<file path="config.mk">
export PLATFORM = sky130hd
export DESIGN_NAME = crc16_arb
export DESIGN_NICKNAME = d
export VERILOG_FILES = /design/src/rtl/crc16_arb.sv
export SDC_FILE = /design/constraint.sdc
export NUM_CORES = 1
export LEC_CHECK = 0
export BUFFER_PORTS_ARGS = -buffer_cell sky130_fd_sc_hd__buf_4
export CAP_MARGIN = 20
export CORE_MARGIN = 2
export CORE_UTILIZATION = 45
export CTS_CLUSTER_SIZE = 30
export DETAILED_ROUTE_END_ITERATION = 10
export PLACE_DENSITY = 0.75
export SETUP_SLACK_MARGIN = 0.3
export SYNTH_ARGS = -nofsm -noshare
export SYNTH_HDL_FRONTEND = slang
export SYNTH_SLANG_ARGS = --single-unit
</file>
<file path="constraint.sdc">
create_clock -name i_clk -period 3.4 [get_ports i_clk]
set_input_delay 0.68 -clock i_clk [delete_from_list [all_inputs] [get_ports i_clk]]
set_output_delay 0.68 -clock i_clk [all_outputs]
set_load 0.05 [all_outputs]
</file>
<file path="src/rtl/crc16_arb.sv">
// -----------------------------------------------------------------------------
// crc16_arb
//   Round-robin frame arbiter in front of a single CRC-16 datapath
//   (polynomial x^16+x^15+x^2+1, 16 data bits per step, D[15] first).
//   One requester is granted per frame. Its words are folded into a running
//   CRC, one per cycle, and the final CRC is posted with the owner's index on
//   a valid/ready result port.
//
// Ports
//   i_clk        clock, rising edge
//   i_rst_n      asynchronous active-low reset
//   i_req_valid  [NREQ]     per-requester word valid
//   i_req_data   [16*NREQ]  per-requester word, requester k at [16k+15:16k]
//   i_req_last   [NREQ]     offered word closes its frame
//   o_req_ready  [NREQ]     word accept, one-hot or zero
//   o_res_valid             result available
//   i_res_ready             result consumed
//   o_res_id     [IW]       owner of the result
//   o_res_crc    [16]       raw CRC register (no reflection, no final XOR)
//   o_res_zero              o_res_crc == 0 (check mode)
// -----------------------------------------------------------------------------
module crc16_arb #(
   parameter int unsigned NREQ = 2,
   parameter logic [15:0] INIT = 16'hFFFF,
   localparam int unsigned IW  = $clog2(NREQ)
) (
   input  logic                 i_clk,
   input  logic                 i_rst_n,
   input  logic [NREQ-1:0]      i_req_valid,
   input  logic [16*NREQ-1:0]   i_req_data,
   input  logic [NREQ-1:0]      i_req_last,
   output logic [NREQ-1:0]      o_req_ready,
   output logic                 o_res_valid,
   input  logic                 i_res_ready,
   output logic [IW-1:0]        o_res_id,
   output logic [15:0]          o_res_crc,
   output logic                 o_res_zero
);

   localparam int unsigned DW   = 16;
   localparam logic [15:0] POLY = 16'h8005;

   typedef enum logic [1:0] {
      IDLE   = 2'd0,
      BUSY   = 2'd1,
      RESULT = 2'd2
   } state_t;

   // One 16-bit CRC step, MSB of the data word shifted in first
   function automatic logic [15:0] crc16_step(input logic [15:0] d,
                                              input logic [15:0] c);
      logic [15:0] r;
      logic        fb;
      r = c;
      for (int i = DW - 1; i >= 0; i--) begin
         fb = r[15] ^ d[i];
         r  = {r[14:0], 1'b0};
         if (fb) r = r ^ POLY;
      end
      return r;
   endfunction

   state_t              r_state;
   logic [IW-1:0]       r_ptr;
   logic [IW-1:0]       r_gnt;
   logic [15:0]         r_crc;
   logic [NREQ-1:0]     r_req_ready;
   logic                r_res_valid;
   logic [IW-1:0]       r_res_id;
   logic [15:0]         r_res_crc;
   logic                r_res_zero;

   logic                w_found;
   logic [IW-1:0]       w_idx;
   logic [IW-1:0]       w_ptr_nxt;
   logic [15:0]         w_data;
   logic                w_beat;
   logic                w_last;
   logic [15:0]         w_crc_nxt;

   // Round-robin search: first valid requester at or after r_ptr, with wrap
   always_comb begin
      w_found = 1'b0;
      w_idx   = '0;
      for (int k = 0; k < int'(NREQ); k++) begin
         logic [IW-1:0] cand;
         cand = IW'((int'(r_ptr) + k) % int'(NREQ));
         if (!w_found && i_req_valid[cand]) begin
            w_found = 1'b1;
            w_idx   = cand;
         end
      end
   end

   assign w_ptr_nxt = IW'((int'(w_idx) + 1) % int'(NREQ));

   // Granted requester's word and beat qualifiers
   assign w_data    = i_req_data[DW*int'(r_gnt) +: DW];
   assign w_beat    = i_req_valid[r_gnt] & r_req_ready[r_gnt];
   assign w_last    = i_req_last[r_gnt];
   assign w_crc_nxt = crc16_step(w_data, r_crc);

   // Frame controller; every output comes straight from a register
   always_ff @(posedge i_clk or negedge i_rst_n) begin
      if (!i_rst_n) begin
         r_state     <= IDLE;
         r_ptr       <= '0;
         r_gnt       <= '0;
         r_crc       <= INIT;
         r_req_ready <= '0;
         r_res_valid <= 1'b0;
         r_res_id    <= '0;
         r_res_crc   <= '0;
         r_res_zero  <= 1'b0;
      end else begin
         case (r_state)
            IDLE: begin
               if (w_found) begin
                  r_gnt       <= w_idx;
                  r_ptr       <= w_ptr_nxt;
                  r_crc       <= INIT;
                  r_req_ready <= NREQ'(1) << w_idx;
                  r_state     <= BUSY;
               end
            end
            BUSY: begin
               // A dropped valid simply stalls with the CRC held
               if (w_beat) begin
                  r_crc <= w_crc_nxt;
                  if (w_last) begin
                     r_res_crc   <= w_crc_nxt;
                     r_res_zero  <= (w_crc_nxt == 16'h0000);
                     r_res_id    <= r_gnt;
                     r_res_valid <= 1'b1;
                     r_req_ready <= '0;
                     r_state     <= RESULT;
                  end
               end
            end
            RESULT: begin
               if (i_res_ready) begin
                  r_res_valid <= 1'b0;
                  r_state     <= IDLE;
               end
            end
            default: begin
               r_req_ready <= '0;
               r_res_valid <= 1'b0;
               r_state     <= IDLE;
            end
         endcase
      end
   end

   assign o_req_ready = r_req_ready;
   assign o_res_valid = r_res_valid;
   assign o_res_id    = r_res_id;
   assign o_res_crc   = r_res_crc;
   assign o_res_zero  = r_res_zero;

endmodule

</file>
== After elaboration in Yosys (flattened, before gate mapping) ==
Index checks and enable logic that the tools add are counted.

* Output and inout bits: 21
* Word-level logic and storage cells: 114
* Bits in registers: 41

* Equality and inequality tests: 6
* Bitwise logic cells: 35
* Mux-type cells: 46
* Add/sub/neg operators: 2
* Magnitude comparators: 3
* Reduce and logical (&&, ||, !) cells: 11
* Shifts and indexed selects: 2

{| class="wikitable"
|+ Operator list
! cell !! count
|-
| $mux 16 || 18
|-
| $not 3->3 || 16
|-
| $pmux 16 s2 || 1
|-
| $shiftx 32x6->16 || 1
|-
| $mux 1 || 17
|-
| $logic_not 16->1 || 1
|-
| $xor 1x1->1 || 16
|-
| $mux 2 || 7
|-
| $pmux 2 s3 || 2
|-
| $reduce_and 4->1 || 3
|-
| $ne 2x2->1 const B || 4
|-
| $lt 1x2->1 const B || 3
|-
| $reduce_and 3->1 || 2
|-
| $pmux 1 s3 || 1
|-
| $add 1x1->1 const B || 2
|-
| $eq 2x1->1 const B || 1
|-
| $eq 2x2->1 const B || 1
|-
| $logic_not 2->1 || 1
|-
| $not 1->1 || 2
|-
| $reduce_and 2->1 || 1
|-
| $reduce_bool 2->1 || 1
|-
| $shl 1x1->2 const A || 1
|-
| $and 1x1->1 || 1
|-
| $logic_and 1x1->1 || 1
|-
| $logic_not 1->1 || 1
|}

== Longest topological paths before layout ==
* Word-level depth: 35
* Depth in mapped cells: 9
* Depth with buffers taken out: 7

== Least setup slack after synthesis ==
No wires, ideal clock.

* Kind: input port to flip-flop
* Start point: input port i_req_data[31]
* End point: register r_res_crc[15], in the netlist o_res_crc[15]
* Buffers on the path: 0
* Cell stages on the path: 7
* Data arrival time: 2.423 ns
* Setup time: 0.127 ns
* Slack: 0.851 ns
* Required time: 3.273 ns
* Cells stage by stage: mux2i_1 > xnor2_1 > xnor3_1 > xnor3_2 > xnor3_1 > xor2_1 > o21ai_1

* Word-level cells in the longest chain between the ends: 33

{| class="wikitable"
|+ Ends and longest elaborated chain
! what !! line !! text
|-
| start, declared || 30 || <nowiki>input logic [16*NREQ-1:0] i_req_data,</nowiki>
|-
| $shiftx 32x6->16 (*) || 98 || <nowiki>assign w_data = i_req_data[DW*int'(r_gnt) +: DW];</nowiki>
|-
| $xor 1x1->1 (*) || 56 || <nowiki>fb = r[15] ^ d[i];</nowiki>
|-
| $mux 16 (*) || 58 || <nowiki>if (fb) r = r ^ POLY;</nowiki>
|-
| $xor 1x1->1 || 56 ||
|-
| $mux 16 (*) || 58 ||
|-
| $xor 1x1->1 || 56 ||
|-
| $mux 16 (*) || 58 ||
|-
| $xor 1x1->1 || 56 ||
|-
| [... 17 more ...] || - ||
|-
| $xor 1x1->1 || 56 ||
|-
| $mux 16 (*) || 58 ||
|-
| $xor 1x1->1 || 56 ||
|-
| $mux 16 (*) || 58 ||
|-
| $xor 1x1->1 || 56 ||
|-
| $mux 16 (*) || 58 ||
|-
| $xor 1x1->1 || 56 ||
|-
| $mux 16 (*) || 58 ||
|-
| end signal, assigned || 131 || <nowiki>r_res_crc <= w_crc_nxt;</nowiki>
|-
| end, declared || 70 || <nowiki>logic [15:0] r_res_crc;</nowiki>
|}

Every way passes the cells marked *; elsewhere a longest branch is shown, timed or not.
A chain may end at the register's enable or synchronous reset.

== Worst setup path after layout ==
* Start point: register r_gnt
* End point: register r_res_crc[15], in the netlist o_res_crc[15]

* Word-level cells in the longest chain between the ends: 33

{| class="wikitable"
|+ Ends and longest elaborated chain
! what !! line !! text
|-
| start, declared || 65 || <nowiki>logic [IW-1:0] r_gnt;</nowiki>
|-
| start signal, assigned || 119 || <nowiki>r_gnt <= w_idx;</nowiki>
|-
| $shiftx 32x6->16 || 98 ||
|-
| $xor 1x1->1 || 56 ||
|-
| $mux 16 || 58 ||
|-
| $xor 1x1->1 || 56 ||
|-
| $mux 16 || 58 ||
|-
| $xor 1x1->1 || 56 ||
|-
| $mux 16 || 58 ||
|-
| $xor 1x1->1 || 56 ||
|-
| [... 17 more ...] || - ||
|-
| $xor 1x1->1 || 56 ||
|-
| $mux 16 || 58 ||
|-
| $xor 1x1->1 || 56 ||
|-
| $mux 16 || 58 ||
|-
| $xor 1x1->1 || 56 ||
|-
| $mux 16 || 58 ||
|-
| $xor 1x1->1 || 56 ||
|-
| $mux 16 || 58 ||
|}

Parallel ways exist; a longest one is shown, timed or not. The select of a mux whose other input is x is not followed.

==> flow_summary.yaml <==
run_status:
  status: "finished clean"
drt:
  first_pass_iters: 4
  drt-initial-drc-count: 88
  ant_nets: 0
  remaining_drc_errors: 0
  wl_per_cell_um: 14.30
  routed_wl_um: 5061
  num_vias: 1809
  viasPerCell: 5.110
synth:
  syn_area_um2: 2283
  seq_area_frac_synth_pct: 45.81
  synth-async-reset-ratio_pct: 100.0
  postSynthNetCount: 261
  syn_area_per_cell_um2: 10.29
  ys.flop_type: "dfrtp_1"
  synth_cell_types: 33
  synth_warnings: 0
  synth_edf_count: 0
  syn_inst: 222
  synth-seq-cells: 41
cts:
  clock_path_buffers: 2
  cts_resized: 0
  cts_hold_buf: 0
  h-tree-depth: 2
  postCtsSetupBuffers: 0
  clkTransAtPathRegs_ps: 80
  numCtsBuffers: 5
  cts_tree: "yes"
  cts.sinks: 41
  clk_latency_ps: 300
  root_buffer: "clkbuf_8"
setup_path:
  r2r_slack_ps: 600
  path_common_cell: "xnor3_1"
  cp_slowest_cell: "xnor3_1"
  rr_worst_depth: 8
  critPathRequiredTime_ps: 3570
  crit_fanout: 10
  r2r_end: "o_res_crc[15]$_DFFE_PN0P_"
  critPathLaunchType: "register"
  crit_chain: "buf_4 > mux2i_1 > xnor2_2 > xnor3_1 > xnor3_2 > xnor3_1 > xor2_1 > o21ai_1"
  cpPeakStageDelay_ps: 440
  crit_type: "reg2reg"
  crit_path_end_kind: "register"
  r2r_start: "r_gnt$_DFFE_PN0P_"
  critPathArrivalTime_ps: 2980
global_route:
  grt_max_degree: 42
  grt_pass1_wl_um: 8411
  grt_pass1_vias: 1785
  grt_use_total_pct: 20.01
  antenna_found_initial: 0
  overflow: 0
finish:
  area_delta_synth_final_pct: 30.03
  drive_gt1_share_pct: 32.40
  nets: 325
  fillCellCount: 427
  layout.cells.non_filler: 354
  design_area_um2: 2969
  post-route-util_pct: 61.64
  diodes: 0
power:
  cellLeakagePower_nw: 1.306
  p_per_area_nw_per_um2: 460.2
  ir_drop_mv: 0.3137
timing:
  fin_crit_ps: 2804
  drv_slew: 0
  finalHoldViolations: 0
  fin_worst_skew_ps: 8.293
  tightest_slew_ps: 723.1
  setup_viol: 0
  totalNegativeSetupSlack_ps: 0
  maxClockFrequency_mhz: 356.6
  rsz0062_at_grt: "no"
  relSlewSlack_pct: 51.45
  finalCritPeriodShare_pct: 82.48
placement:
  dp_hpwl_um: 3804
  gp_congestion: 0.7955
  dp_cells: 346
  portBuffers: 59
  dpl_cell_area_um2: 2831
die:
  std_cell_rows: 25
  coreArea_um2: 4817
  die_h_um: 75.24
  dieArea_um2: 5660
  ios: 60
  start_util_pct: 47.40
  die_x_um: 75.24
run:
  cap_violations: 0
worst_hold_path:
  hold_path.class: "in2async"
[critical path, delay by kind of cell, from the launching register on]
family	cells	cell delay, ps
mux	1	390
xor+xnor	5	1560
compound gates	1	90
buf+inv	1	240
flops	1	390
[how the worst max path moves through the flow]
stage | start | endpoint | slack (ps) | depth (start not counted)
2_1_floorplan | i_req_data[31] | o_res_crc[15]$_DFFE_PN0P_ | 850 | 7
3_3_place_gp | i_req_data[27] | o_res_crc[15]$_DFFE_PN0P_ | 500 | 8
3_5_place_dp | i_req_data[27] | o_res_crc[15]$_DFFE_PN0P_ | 450 | 8
4_1_cts | r_gnt$_DFFE_PN0P_ | o_res_crc[15]$_DFFE_PN0P_ | 600 | 8
5_1_grt | r_gnt$_DFFE_PN0P_ | o_res_crc[15]$_DFFE_PN0P_ | 430 | 8
6_report | r_gnt$_DFFE_PN0P_ | o_res_crc[15]$_DFFE_PN0P_ | 600 | 8
[flip-flops by register name (all words and copies together), names as in the netlist]
register and count:
o_res_crc 16, r_crc 16, o_req_ready 2, r_state 2, o_res_id 1, o_res_valid 1
o_res_zero 1, r_gnt 1, r_ptr 1
[logic make-up (layout without fill, tap and decap cells)]
family,after synthesis,in the layout,share of synthesized area [%]
compound gates,51,51,12.60
xor+xnor,44,44,20.66
buf+inv,8,73,1.972
flops,41,41,45.81
mux,17,17,7.452
simple gates,61,61,11.51
[metal layers]
| metal | vias up | track usage (%) | share of wire, % |
|---|---|---|---|
| li1 | 899 | - | - |
| met2 | 40 | 32.46 | 50 |
| met5 | - | 0 | 0 |
| met1 | 865 | 27.64 | 45 |
| met3 | 5 | 2.811 | 3.4 |
| met4 | 0 | 7.018 | 1.1 |
[cells in the final DEF (no fill, tap or decap), types with 2 or more instances in the layout]
cell	count
a32o_1	2
xnor3_1	3
a21oi_1	21
xnor2_1	29
dfstp_2	16
mux2i_1	17
o21ai_0	18
nor2_1	26
buf_4	63
xor2_1	8
or3_1	2
xnor2_2	2
nand4_1	2
clkbuf_8	5
dfrtp_1	25
nand2_1	21
nand2b_1	2
a31oi_1	3
bufinv_16	2
nor3_1	3
[metrics by stage]
step	total power [mW]	hold slack, ps	setup slack, ps
5_1_grt	1.436	388.5	434.1
6_report	1.366	342.9	595.8
4_1_cts	1.378	359.9	596.9
2_1_floorplan	0.8044	384.4	850.6
3_3_place_gp	0.8923	463.3	504.1
3_5_place_dp	0.9023	472.2	450.0
[Yosys cell counts, drive strengths merged (2+ instances only)]
cell type | instances | area (um2)
nand2b | 2 | 12.51
a32o | 2 | 20.02
a21oi | 21 | 105.1
mux2i | 17 | 170.2
dfrtp | 25 | 625.6
clkbuf | 6 | 22.52
o21ai | 19 | 95.09
or3 | 2 | 12.51
xnor2 | 31 | 286.5
xnor3 | 4 | 91.33
nor2 | 26 | 97.59
dfstp | 16 | 420.4
nand4 | 2 | 12.51
nor3 | 3 | 15.01
buf | 2 | 22.52
xor2 | 8 | 70.07
nand2 | 21 | 78.83
a31oi | 3 | 18.77
[cell type report]
cell class | count | area (um2) | share of cell area, %
tap | 67 | 83.83 | 2.823
sequential | 41 | 1046 | 35.23
clock inverter | 3 | 68.82 | 2.318
clock buffer | 5 | 68.82 | 2.318
multi-input combinational | 173 | 1197 | 40.33
timing repair buffer | 65 | 504.2 | 16.98
[where the power goes]
group	internal, mW	switching, mW
Clock	0.295	0.177
Combinational	0.196	0.185
Sequential	0.505	0.00733
Total	0.997	0.370
No activity file was read; power rests on OpenSTA's default activity.
